==> src/rtl/rob_commit_sched_pkg.sv <==
// rob_commit_sched_pkg
// Shared types and constants for the reorder-buffer commit scheduler.
// Contents:
//   DEF_ROB_WIDTH - default log2 of the ROB entry count
//   REG_ZERO      - architectural register x0 (never written)
//   rob_tag_t     - ROB tag at the default width
//   rob_entry_t   - one ROB entry (valid, ready, rd, val, mispredict, target)
package rob_commit_sched_pkg;

  localparam int DEF_ROB_WIDTH = 4;

  localparam logic [4:0] REG_ZERO = 5'd0;

  typedef logic [DEF_ROB_WIDTH-1:0] rob_tag_t;

  typedef struct packed {
    logic        valid;
    logic        ready;
    logic [4:0]  rd;
    logic [31:0] val;
    logic        mispredict;
    logic [31:0] target;
  } rob_entry_t;

endpackage

==> src/rtl/rob_commit_sched_if.sv <==
// rob_commit_sched_if
// Bundles the issue, CDB, bypass-query and commit signals of the ROB
// scheduler.
// Modports:
//   master - the pipeline side (issue stage, CDB, bypass readers, regfile)
//   slave  - the ROB scheduler itself
interface rob_commit_sched_if
  #(parameter int ROB_WIDTH = rob_commit_sched_pkg::DEF_ROB_WIDTH);

  // Issue / allocation
  logic                 alloc_req;
  logic [4:0]           alloc_rd;
  logic                 alloc_gnt;
  logic [ROB_WIDTH-1:0] alloc_tag;
  logic                 full;

  // Common data bus
  logic                 cdb_valid;
  logic [ROB_WIDTH-1:0] cdb_tag;
  logic [31:0]          cdb_val;
  logic                 cdb_mispredict;
  logic [31:0]          cdb_target;

  // Operand bypass queries
  logic [ROB_WIDTH-1:0] qry1_tag;
  logic [ROB_WIDTH-1:0] qry2_tag;
  logic                 qry1_ready;
  logic                 qry2_ready;
  logic [31:0]          qry1_val;
  logic [31:0]          qry2_val;

  // Commit / flush
  logic                 commit_sig;
  logic [4:0]           commit_reg;
  logic [31:0]          commit_val;
  logic [ROB_WIDTH:0]   commit_rob_tag;
  logic                 clear;
  logic [31:0]          redirect_pc;

  modport master (
    output alloc_req, alloc_rd,
    output cdb_valid, cdb_tag, cdb_val, cdb_mispredict, cdb_target,
    output qry1_tag, qry2_tag,
    input  alloc_gnt, alloc_tag, full,
    input  qry1_ready, qry2_ready, qry1_val, qry2_val,
    input  commit_sig, commit_reg, commit_val, commit_rob_tag,
    input  clear, redirect_pc
  );

  modport slave (
    input  alloc_req, alloc_rd,
    input  cdb_valid, cdb_tag, cdb_val, cdb_mispredict, cdb_target,
    input  qry1_tag, qry2_tag,
    output alloc_gnt, alloc_tag, full,
    output qry1_ready, qry2_ready, qry1_val, qry2_val,
    output commit_sig, commit_reg, commit_val, commit_rob_tag,
    output clear, redirect_pc
  );

endinterface

==> src/rtl/rob_entry_array.sv <==
// rob_entry_array
// Storage for the ROB entries.
// Write ports: alloc (tail), CDB result (ignored on invalid entries),
// retire invalidate (head), and a flush that clears every valid bit.
// Read ports (combinational): full head entry, plus two query ports that
// return valid/ready/val for a tag.
// Ports: clk, rst_n (async active-low), alloc_*, cdb_*, retire_*, flush,
//        head_idx/head_entry, qry1_*/qry2_*.
module rob_entry_array
  import rob_commit_sched_pkg::*;
#(
  parameter int ROB_WIDTH = DEF_ROB_WIDTH
) (
  input  logic                 clk,
  input  logic                 rst_n,
  input  logic                 alloc_we,
  input  logic [ROB_WIDTH-1:0] alloc_idx,
  input  logic [4:0]           alloc_rd,
  input  logic                 cdb_we,
  input  logic [ROB_WIDTH-1:0] cdb_idx,
  input  logic [31:0]          cdb_val,
  input  logic                 cdb_mispredict,
  input  logic [31:0]          cdb_target,
  input  logic                 retire_we,
  input  logic [ROB_WIDTH-1:0] retire_idx,
  input  logic                 flush,
  input  logic [ROB_WIDTH-1:0] head_idx,
  output rob_entry_t           head_entry,
  input  logic [ROB_WIDTH-1:0] qry1_idx,
  output logic                 qry1_valid,
  output logic                 qry1_ready,
  output logic [31:0]          qry1_val,
  input  logic [ROB_WIDTH-1:0] qry2_idx,
  output logic                 qry2_valid,
  output logic                 qry2_ready,
  output logic [31:0]          qry2_val
);

  localparam int DEPTH = 1 << ROB_WIDTH;

  rob_entry_t entries [DEPTH];

  // Alloc only ever targets an invalid slot and the CDB only writes valid
  // ones, so the two never collide on the same index.
  always_ff @(posedge clk or negedge rst_n) begin
    if (!rst_n) begin
      for (int i = 0; i < DEPTH; i++) entries[i] <= '0;
    end else if (flush) begin
      for (int i = 0; i < DEPTH; i++) entries[i].valid <= 1'b0;
    end else begin
      if (cdb_we && entries[cdb_idx].valid) begin
        entries[cdb_idx].ready      <= 1'b1;
        entries[cdb_idx].val        <= cdb_val;
        entries[cdb_idx].mispredict <= cdb_mispredict;
        entries[cdb_idx].target     <= cdb_target;
      end
      if (retire_we) entries[retire_idx].valid <= 1'b0;
      if (alloc_we) begin
        entries[alloc_idx].valid      <= 1'b1;
        entries[alloc_idx].ready      <= 1'b0;
        entries[alloc_idx].mispredict <= 1'b0;
        entries[alloc_idx].rd         <= alloc_rd;
      end
    end
  end

  assign head_entry = entries[head_idx];

  assign qry1_valid = entries[qry1_idx].valid;
  assign qry1_ready = entries[qry1_idx].ready;
  assign qry1_val   = entries[qry1_idx].val;
  assign qry2_valid = entries[qry2_idx].valid;
  assign qry2_ready = entries[qry2_idx].ready;
  assign qry2_val   = entries[qry2_idx].val;

endmodule

==> src/rtl/rob_commit_sched.sv <==
// rob_commit_sched
// Reorder-buffer scheduler: allocates tags at issue, collects CDB results,
// retires strictly in order onto the register-file commit port, and raises
// a one-cycle clear + redirect_pc when a mispredicted entry retires.
// Ports: clk, rst_n (async active-low), rdy (global enable),
//        bus (rob_commit_sched_if.slave: alloc, CDB, queries, commit, clear).
module rob_commit_sched
  import rob_commit_sched_pkg::*;
#(
  parameter int ROB_WIDTH = DEF_ROB_WIDTH
) (
  input  logic              clk,
  input  logic              rst_n,
  input  logic              rdy,
  rob_commit_sched_if.slave bus
);

  localparam int                 DEPTH      = 1 << ROB_WIDTH;
  localparam logic [ROB_WIDTH:0] COUNT_FULL = (ROB_WIDTH+1)'(DEPTH);

  logic [ROB_WIDTH-1:0] head_ptr, tail_ptr;
  logic [ROB_WIDTH:0]   count;
  logic                 commit_sig_q, clear_q;
  logic [4:0]           commit_reg_q;
  logic [31:0]          commit_val_q, redirect_pc_q;
  logic [ROB_WIDTH:0]   commit_tag_q;

  rob_entry_t  head_entry;
  logic        q1_valid, q1_ready, q2_valid, q2_ready;
  logic [31:0] q1_val, q2_val;
  logic        active, retire, flush_now, alloc_gnt, full, q1_hit, q2_hit;

  // Retire looks only at the stored ready bit, so a CDB hit on the head
  // commits one cycle later. A retiring mispredict blocks allocation.
  assign active    = rdy && !clear_q;
  assign retire    = active && head_entry.valid && head_entry.ready;
  assign flush_now = retire && head_entry.mispredict;
  assign full      = (count == COUNT_FULL);
  assign alloc_gnt = bus.alloc_req && active && !full && !flush_now;

  rob_entry_array #(.ROB_WIDTH(ROB_WIDTH)) u_entries (
    .clk            (clk),
    .rst_n          (rst_n),
    .alloc_we       (alloc_gnt),
    .alloc_idx      (tail_ptr),
    .alloc_rd       (bus.alloc_rd),
    .cdb_we         (bus.cdb_valid && active),
    .cdb_idx        (bus.cdb_tag),
    .cdb_val        (bus.cdb_val),
    .cdb_mispredict (bus.cdb_mispredict),
    .cdb_target     (bus.cdb_target),
    .retire_we      (retire),
    .retire_idx     (head_ptr),
    .flush          (flush_now),
    .head_idx       (head_ptr),
    .head_entry     (head_entry),
    .qry1_idx       (bus.qry1_tag),
    .qry1_valid     (q1_valid),
    .qry1_ready     (q1_ready),
    .qry1_val       (q1_val),
    .qry2_idx       (bus.qry2_tag),
    .qry2_valid     (q2_valid),
    .qry2_ready     (q2_ready),
    .qry2_val       (q2_val)
  );

  always_ff @(posedge clk or negedge rst_n) begin
    if (!rst_n) begin
      head_ptr <= '0;
      tail_ptr <= '0;
      count    <= '0;
    end else if (flush_now) begin
      head_ptr <= '0;
      tail_ptr <= '0;
      count    <= '0;
    end else begin
      if (retire)    head_ptr <= head_ptr + 1'b1;
      if (alloc_gnt) tail_ptr <= tail_ptr + 1'b1;
      case ({alloc_gnt, retire})
        2'b10:   count <= count + 1'b1;
        2'b01:   count <= count - 1'b1;
        default: count <= count;
      endcase
    end
  end

  // With rdy=0 or clear=1, retire and flush_now are both low, so the two
  // pulses drop to 0 while the data registers hold.
  always_ff @(posedge clk or negedge rst_n) begin
    if (!rst_n) begin
      commit_sig_q  <= 1'b0;
      commit_reg_q  <= '0;
      commit_val_q  <= '0;
      commit_tag_q  <= '0;
      clear_q       <= 1'b0;
      redirect_pc_q <= '0;
    end else begin
      commit_sig_q <= retire && (head_entry.rd != REG_ZERO);
      clear_q      <= flush_now;
      if (retire) begin
        commit_reg_q <= head_entry.rd;
        commit_val_q <= head_entry.val;
        commit_tag_q <= {1'b0, head_ptr};
      end
      if (flush_now) redirect_pc_q <= head_entry.target;
    end
  end

  // A same-cycle CDB broadcast is forwarded to the bypass readers.
  assign q1_hit = bus.cdb_valid && (bus.cdb_tag == bus.qry1_tag);
  assign q2_hit = bus.cdb_valid && (bus.cdb_tag == bus.qry2_tag);

  assign bus.qry1_ready     = q1_valid && (q1_ready || q1_hit);
  assign bus.qry1_val       = q1_hit ? bus.cdb_val : q1_val;
  assign bus.qry2_ready     = q2_valid && (q2_ready || q2_hit);
  assign bus.qry2_val       = q2_hit ? bus.cdb_val : q2_val;

  assign bus.alloc_gnt      = alloc_gnt;
  assign bus.alloc_tag      = tail_ptr;
  assign bus.full           = full;
  assign bus.commit_sig     = commit_sig_q;
  assign bus.commit_reg     = commit_reg_q;
  assign bus.commit_val     = commit_val_q;
  assign bus.commit_rob_tag = commit_tag_q;
  assign bus.clear          = clear_q;
  assign bus.redirect_pc    = redirect_pc_q;

endmodule

==> src/flat_wrapper.sv <==
// flat-port wrapper written by rule: the top's interface ports become plain ports
module rob_commit_sched_flat import rob_commit_sched_pkg::*;
#(
  parameter int ROB_WIDTH = DEF_ROB_WIDTH
)
  (clk, rst_n, rdy, bus_alloc_req, bus_alloc_rd, bus_cdb_valid, bus_cdb_tag, bus_cdb_val, bus_cdb_mispredict, bus_cdb_target, bus_qry1_tag, bus_qry2_tag, bus_alloc_gnt, bus_alloc_tag, bus_full, bus_qry1_ready, bus_qry2_ready, bus_qry1_val, bus_qry2_val, bus_commit_sig, bus_commit_reg, bus_commit_val, bus_commit_rob_tag, bus_clear, bus_redirect_pc);
  rob_commit_sched_if #(.ROB_WIDTH(ROB_WIDTH)) bus_i ();
  input  logic clk;
  input  logic rst_n;
  input  logic rdy;
  input wire logic [$bits(bus_i.alloc_req)-1:0] bus_alloc_req;
  input wire logic [$bits(bus_i.alloc_rd)-1:0] bus_alloc_rd;
  input wire logic [$bits(bus_i.cdb_valid)-1:0] bus_cdb_valid;
  input wire logic [$bits(bus_i.cdb_tag)-1:0] bus_cdb_tag;
  input wire logic [$bits(bus_i.cdb_val)-1:0] bus_cdb_val;
  input wire logic [$bits(bus_i.cdb_mispredict)-1:0] bus_cdb_mispredict;
  input wire logic [$bits(bus_i.cdb_target)-1:0] bus_cdb_target;
  input wire logic [$bits(bus_i.qry1_tag)-1:0] bus_qry1_tag;
  input wire logic [$bits(bus_i.qry2_tag)-1:0] bus_qry2_tag;
  output wire logic [$bits(bus_i.alloc_gnt)-1:0] bus_alloc_gnt;
  output wire logic [$bits(bus_i.alloc_tag)-1:0] bus_alloc_tag;
  output wire logic [$bits(bus_i.full)-1:0] bus_full;
  output wire logic [$bits(bus_i.qry1_ready)-1:0] bus_qry1_ready;
  output wire logic [$bits(bus_i.qry2_ready)-1:0] bus_qry2_ready;
  output wire logic [$bits(bus_i.qry1_val)-1:0] bus_qry1_val;
  output wire logic [$bits(bus_i.qry2_val)-1:0] bus_qry2_val;
  output wire logic [$bits(bus_i.commit_sig)-1:0] bus_commit_sig;
  output wire logic [$bits(bus_i.commit_reg)-1:0] bus_commit_reg;
  output wire logic [$bits(bus_i.commit_val)-1:0] bus_commit_val;
  output wire logic [$bits(bus_i.commit_rob_tag)-1:0] bus_commit_rob_tag;
  output wire logic [$bits(bus_i.clear)-1:0] bus_clear;
  output wire logic [$bits(bus_i.redirect_pc)-1:0] bus_redirect_pc;
  assign bus_i.alloc_req = bus_alloc_req;
  assign bus_i.alloc_rd = bus_alloc_rd;
  assign bus_i.cdb_valid = bus_cdb_valid;
  assign bus_i.cdb_tag = bus_cdb_tag;
  assign bus_i.cdb_val = bus_cdb_val;
  assign bus_i.cdb_mispredict = bus_cdb_mispredict;
  assign bus_i.cdb_target = bus_cdb_target;
  assign bus_i.qry1_tag = bus_qry1_tag;
  assign bus_i.qry2_tag = bus_qry2_tag;
  assign bus_alloc_gnt = bus_i.alloc_gnt;
  assign bus_alloc_tag = bus_i.alloc_tag;
  assign bus_full = bus_i.full;
  assign bus_qry1_ready = bus_i.qry1_ready;
  assign bus_qry2_ready = bus_i.qry2_ready;
  assign bus_qry1_val = bus_i.qry1_val;
  assign bus_qry2_val = bus_i.qry2_val;
  assign bus_commit_sig = bus_i.commit_sig;
  assign bus_commit_reg = bus_i.commit_reg;
  assign bus_commit_val = bus_i.commit_val;
  assign bus_commit_rob_tag = bus_i.commit_rob_tag;
  assign bus_clear = bus_i.clear;
  assign bus_redirect_pc = bus_i.redirect_pc;
  rob_commit_sched #(.ROB_WIDTH(ROB_WIDTH)) u_core (.clk(clk), .rst_n(rst_n), .rdy(rdy), .bus(bus_i));
endmodule
==> config.mk <==
export PLATFORM = sky130hd
export DESIGN_NAME = rob_commit_sched_flat
export DESIGN_NICKNAME = d
export VERILOG_FILES = /design/src/rtl/rob_commit_sched_pkg.sv /design/src/rtl/rob_commit_sched_if.sv /design/src/rtl/rob_entry_array.sv /design/src/rtl/rob_commit_sched.sv /design/src/flat_wrapper.sv
export SDC_FILE = /design/constraint.sdc
export NUM_CORES = 2
export LEC_CHECK = 0
export BUFFER_PORTS_ARGS = -buffer_cell sky130_fd_sc_hd__buf_2
export CAP_MARGIN = 40
export CORE_MARGIN = 10
export CORE_UTILIZATION = 45
export DETAILED_ROUTE_END_ITERATION = 6
export HOLD_SLACK_MARGIN = 0.02
export PLACE_DENSITY = 0.75
export SLEW_MARGIN = 40
export SYNTH_ARGS = -nofsm -noshare
export SYNTH_HDL_FRONTEND = slang
export SYNTH_SLANG_ARGS = --single-unit
export TNS_END_PERCENT = 20
==> constraint.sdc <==
create_clock -name clk -period 3.22 [get_ports clk]
set_input_delay 0.322 -clock clk [delete_from_list [all_inputs] [get_ports clk]]
set_output_delay 0.322 -clock clk [all_outputs]
set_load 0.005 [all_outputs]
* Word-level counts from Yosys, hierarchy flattened *
Cells that the tools add are included.
Widths: inputs -> output; s select.

word-level totals
  register bits = 1240
  input bits = 87
  output and inout bits = 148
  logic and storage cells = 221

cells by class
  add/sub/neg operators = 4
  order comparisons = 8
  equal/unequal tests = 5
  muxes and demuxes = 68
  bitwise gates (word level) = 5
  reduce and logical (&&, ||, !) cells = 26

operator list
  cell                 number
  $bwmux 1152          9
  $mux 1152            5
  $demux 72 s4         9
  $bmux 72 s4          4
  $mux 72              10
  $mux 71              2
  $mux 32              3
  $mux 70              1
  $mux 33              2
  $mux 65              1
  $ge 5x5->1 const B   5
  $not 4->5            5
  $logic_and 1x1->1    17
  $mux 1               16
  $mux 4               4
  $lt 5x1->1 const B   3
  $pmux 5 s2           1
  $add 4x1->4 const B  2
  $eq 4x4->1           2
  $add 5x1->5 const B  1
  $eq 5x5->1 const B   1
  $mux 5               1
  $reduce_bool 5->1    1
  $sub 5x1->5 const B  1
  other kinds (6)      10

* Depth between registers and ports, before layout *
  depth after elaboration = 20
  mapped depth = 17
  mapped depth without buffers = 13

* Hierarchy *
From an unflattened synthesis, not the netlist that was laid out.

second synthesis, totals
  cells, all modules = 4362
  area, all modules = 64176.6 µm²

by module, submodules not included
  module            instances  cells an instance  area an instance (µm²)
  rob_entry_array   1          3860               59663.5
  rob_commit_sched  1          502                4513.1

* Worst setup path before layout *
OpenSTA, ideal clock, no wires.

  path type = flip-flop to flip-flop
  from = register u_core.head_ptr[1]
  to = register u_core.count[4]
  library setup time = 0.127 ns
  arrival = 3.208 ns
  required time = 3.093 ns
  slack = -0.115 ns
  stages on the path, launching flop included = 16
  clock period less this slack = 3.335 ns
  path through = dfrtp_1 > buf_4 > mux4_2 > mux2i_1 > a21o_1 > buf_2 > nor2_1 > buf_2 > o21ai_0 > inv_1 > ha_1 > nor2b_1 > o21ai_0 > nand3_1 > a31oi_1 > mux2i_1

on the way
  word-level cells in the longest chain between the ends = 12
  elaborated cells between the ends (all ways) = 14

RTL lines
  element                                       line                    source
  from (decl)                                   rob_commit_sched.sv:21  logic [ROB_WIDTH-1:0] head_ptr, tail_ptr;
  from (signal assigned)                        rob_commit_sched.sv:77  if (retire) head_ptr <= head_ptr + 1'b1;
  $not 4->5 (implied by the code) *             rob_entry_array.sv:67   assign head_entry = entries[head_idx];
  $bmux 72 s4 *                                 rob_entry_array.sv:67
  $mux 72 (implied by the code) * (2 in a row)  rob_entry_array.sv:67
  $logic_and 1x1->1 (2 in a row)                rob_commit_sched.sv:36  assign retire = active && head_entry.valid && head_entry.ready;
  $logic_and 1x1->1                             rob_commit_sched.sv:37  assign flush_now = retire && head_entry.mispredict;
  $logic_not 1->1                               rob_commit_sched.sv:39  assign alloc_gnt = bus.alloc_req && active && !full && !flush_now;
  $logic_and 1x1->1                             rob_commit_sched.sv:39
  $eq 2x1->1 or $eq 2x2->1 (tied branches)      rob_commit_sched.sv:79  case ({alloc_gnt, retire})
  $pmux 5 s2                                    rob_commit_sched.sv:79
  $mux 5                                        rob_commit_sched.sv:72  end else if (flush_now) begin
  to (signal assigned)                          rob_commit_sched.sv:80  2'b10: count <= count + 1'b1;
  to (signal assigned)                          rob_commit_sched.sv:81  2'b01: count <= count - 1'b1;
  to (signal assigned)                          rob_commit_sched.sv:82  default: count <= count;
  to (decl)                                     rob_commit_sched.sv:22  logic [ROB_WIDTH:0] count;

Every way passes the cells marked *; elsewhere a longest branch is shown, timed or not. The select of a mux whose other input is x is not followed.
A chain may end at the register's enable or synchronous reset.

* Worst setup path after layout *
  from = register u_core.head_ptr[1]
  to = output port bus_alloc_gnt

on the way
  word-level cells in the longest chain between the ends = 9

RTL lines
  element                                       line                    source
  $not 4->5 (implied by the code) *             rob_entry_array.sv:67
  $bmux 72 s4 *                                 rob_entry_array.sv:67
  $mux 72 (implied by the code) * (2 in a row)  rob_entry_array.sv:67
  $logic_and 1x1->1 (2 in a row)                rob_commit_sched.sv:36
  $logic_and 1x1->1 *                           rob_commit_sched.sv:37
  $logic_not 1->1 *                             rob_commit_sched.sv:39
  $logic_and 1x1->1 *                           rob_commit_sched.sv:39
  to (decl)                                     flat_wrapper.sv:20      output wire logic [$bits(bus_i.alloc_gnt)-1:0] bus_alloc_gnt;

Marks and branches as above.

==> metrics <==
status finished clean; sw frac 29.8%; vias per cell 6.30; mapped cell area 64900 sq um; post-synthesis mux area share 40.2%; worst skew pair latency 0.79 ns; chip height 400 um; DRC errors left 0; post-synth cell types 60; Worst Path Required 2.90 ns; worst setup margin 0.0238 ns; Synth Area in Simple Gates 7.04%; #FFs+latches synth 1240; CP endpoint kind primary output; PwrDens 642 nW/um^2; post-synthesis xor/xnor area fraction 0.189%; Total GRT Usage 24.2%; Post-synth EDFFs 0; synthesized area per cell 14.2 sq um; Num CTS Buffers 132; CTS tree built; Pins Over Slew Limit 0; Yosys Warn Count 0; DP Worst Slack 0.148 ns; total negative slack 0 ns; Area Overhead vs Synth 16.2%; Post-DRT Antenna Nets 0; gp weighted congestion 0.882; largest net degree at the start of global routing 83; multi-input logic area 32000 sq um; Hold Path Depth 5; Biggest register u_core.u_entries.entries; Initial Util 45.2%; Post-DP HPWL 119000 um; peak supply drop 0.496 mV; clk_skew 0.0297 ns; CTS H-tree depth 4; ys async rst share 100%; max-cap violation count 0; area of the core 143000 sq um; vias in the first global route 45.1k; row count 139; via count 43.3k; Final nets 4969; sequential power share 42.0%; CTS clock-pin slew for the worst setup and hold paths 0.06 ns; min-delay worst type input pin to flip-flop; relative slew slack 39.1%; adder-cell area share of the yosys netlist 0.243%; layout cells sized above 1 38.5%; fillers 11.4k; complex-gate fraction of the synthesized area 1.15%; max reg flops 1152; register area 31000 sq um; Clock power frac 32.1%; ys flop type dfrtp_1; period utilization 99.3%; unrepaired setup endpoints after global routing true; critical path class flip-flop to primary output; total die area 160000 sq um; Max FO, Critical Path 6; initial antenna violation count 21; fmax 313 MHz; final hold viol count 0; final setup vio count 0; final wirelength 194000 um; startpoint types flip-flop; FF-to-FF path depth 15; post-DR wirelength/cell 28.2 um; Max clock buf depth 3; Starting DRT DRC Count 4841; Root Buffer clkbuf_16; first-pass detailed-route iteration total 7; main combinational cell family by area after synthesis multiplexers; Tmin final 3.20 ns; Worst Max-Slew Pin Slew 0.913 ns; Critical Path AT 2.87 ns; sequential share of the synthesized area 47.8%; # IOs 235; P_int 0.0340 W; Die Wd 400 um; CTS sink cnt 1240; grt total ovfl 0; Post-Syn Nets 4680; Sw Pwr 0.0144 W; I/O Buffers 233; leakage power 35.8 nW; first-pass GRT wire length 293000 um; Syn Inst Count 4581; Combinational Power Share 25.9%
## power groups by stage
stage | combinational (W) | clock, W | sequential [W]
6_report | 0.0126 | 0.0155 | 0.0203
5_1_grt | 0.0135 | 0.0164 | 0.0206
4_1_cts | 0.0126 | 0.0157 | 0.0202
3_5_place_dp | 0.0123 | 0 | 0.0205
3_3_place_gp | 0.0120 | 0 | 0.0203
2_1_floorplan | 0.00892 | 0 | 0.0197
## path summary, 6_finish.rpt
kind,startpoint,end,slack (ns)
setup / recovery,u_core.head_ptr[1],bus_alloc_gnt,0.02
hold / removal,bus_alloc_req,u_core.bus.alloc_tag[1],0.08
setup reg to reg,u_core.head_ptr[1],u_core.count[4],0.13
hold reg to reg,u_core.u_entries.entries[515],u_core.u_entries.entries[515],0.47
max in group asynchronous,rst_n,u_core.u_entries.entries[3],1.94
min in group asynchronous,rst_n,u_core.u_entries.entries[760],0.10
## metrics by stage
stage / power (W) / instances / util (%) / cell area, sq um / hold WS (ns)
after floorplan: 0.0287 / 4581 / - / 64900 / 0.0264
after global placement: 0.0323 / 6550 / 48.9 / 70100 / 0.275
after detailed placement: 0.0328 / 6550 / 48.9 / 70100 / 0.272
after CTS: 0.0486 / 6866 / 52.5 / 75400 / 0.0433
after global routing: 0.0505 / 6869 / 52.6 / 75400 / 0.104
final: 0.0484 / 6873 / 52.6 / 75400 / 0.0830
## layout make-up
cell class | count | area share [%]
multi-input cells | 2904 | 42.5
flip-flops and latches | 1240 | 41.2
repair buffers | 575 | 7.32
clock buffers | 187 | 5.07
well taps | 1903 | 3.16
diodes | 5 | 0.0166
clock inverters | 42 | 0.710
inverters | 17 | 0.0846
## cell families (layout without fill, tap and decap cells)
kind of cell,count (synthesis),after routing
AO/OA/AOI/OAI,110,111
XOR/XNOR,14,14
flip-flops,1240,1240
buffers and inverters,438,821
other,1,6
multiplexers,1618,1618
AND/OR/NAND/NOR,1148,1148
adder cells (fa/ha/maj),12,12
## metal layers
metal / up-vias / GRT usage (%) / part of all wire, %
met3: 476 / 6.56 / 10
met1: 23000 / 32.1 / 38
met2: 2273 / 38.4 / 48
met5: - / 0 / 0.077
met4: 24 / 8.61 / 3.4
li1: 17500 / - / -
## cells in the mapped netlist (all sizes together), types with 2 or more instances
cell    instances  area, sq um
a21o            2         15.0
a21oi          28          144
a22o            6         52.6
a31o           11         96.3
a31oi          10         77.6
and2            4         25.0
and3           16          100
buf           237         1460
clkbuf        184          691
dfrtp        1240        31000
ha             11          138
inv            17         63.8
mux2          918        10300
mux2i           3         30.0
mux4          697        15700
nand2        1012         3800
nand2b          7         43.8
nand3          22          138
nand4          20          131
nor2           39          146
nor2b          10         62.6
nor3            7         40.0
nor4            3         18.8
o211ai          2         15.0
o21a            3         23.8
o21ai          28          144
o221ai          2         17.5
o311a           4         40.0
o311ai          6         60.1
o31a            2         17.5
o31ai           2         15.0
or4             3         22.5
xnor2           6         52.6
xor2            8         70.1
## what timing repair did
| action | 4_1_cts | 5_1_grt |
|---|---|---|
| hold endpoints to repair | 1304 | 0 |
| buffers inserted | 15 | 2 |
| cloned | 1 | 0 |
| setup endpoints to repair | 1 | 14 |
| gates resized for setup | 8 | 7 |
| pin swaps | 1 | 0 |
| hold buffers | 71 | 0 |
## worst max-delay path, stage by stage, from the launching register on
cell and delay, ns:
dfrtp_4 0.47, buf_6 0.15, mux4_2 0.50, mux2i_1 0.18
buf_4 0.16, a21oi_4 0.10, a31oi_4 0.28, buf_6 0.14
buf_4 0.12
## cell usage in the layout, fill, tap and decap left out, types with 6 or more instances in the layout
| master | instances |
|---|---|
| a31o_2 | 11 |
| and3_1 | 16 |
| nand2_1 | 1011 |
| mux4_2 | 697 |
| nand4_1 | 19 |
| buf_2 | 225 |
| buf_4 | 144 |
| bufinv_16 | 10 |
| o21ai_0 | 24 |
| inv_6 | 8 |
| clkbuf_8 | 25 |
| buf_12 | 123 |
| a31oi_4 | 9 |
| ha_1 | 10 |
| a22o_1 | 6 |
| xnor2_1 | 6 |
| mux2_1 | 465 |
| dlygate4sd3_1 | 71 |
| nand2b_1 | 7 |
| nor2_1 | 38 |
| nor3_1 | 6 |
| clkbuf_1 | 27 |
| nand3_1 | 18 |
| nor2b_1 | 9 |
| xor2_1 | 8 |
| a21oi_1 | 25 |
| clkinv_2 | 20 |
| mux2_2 | 453 |
| inv_1 | 16 |
| buf_6 | 10 |
| dfrtp_1 | 1236 |
| clkbuf_16 | 135 |
Power figures use the tool's default switching activity.
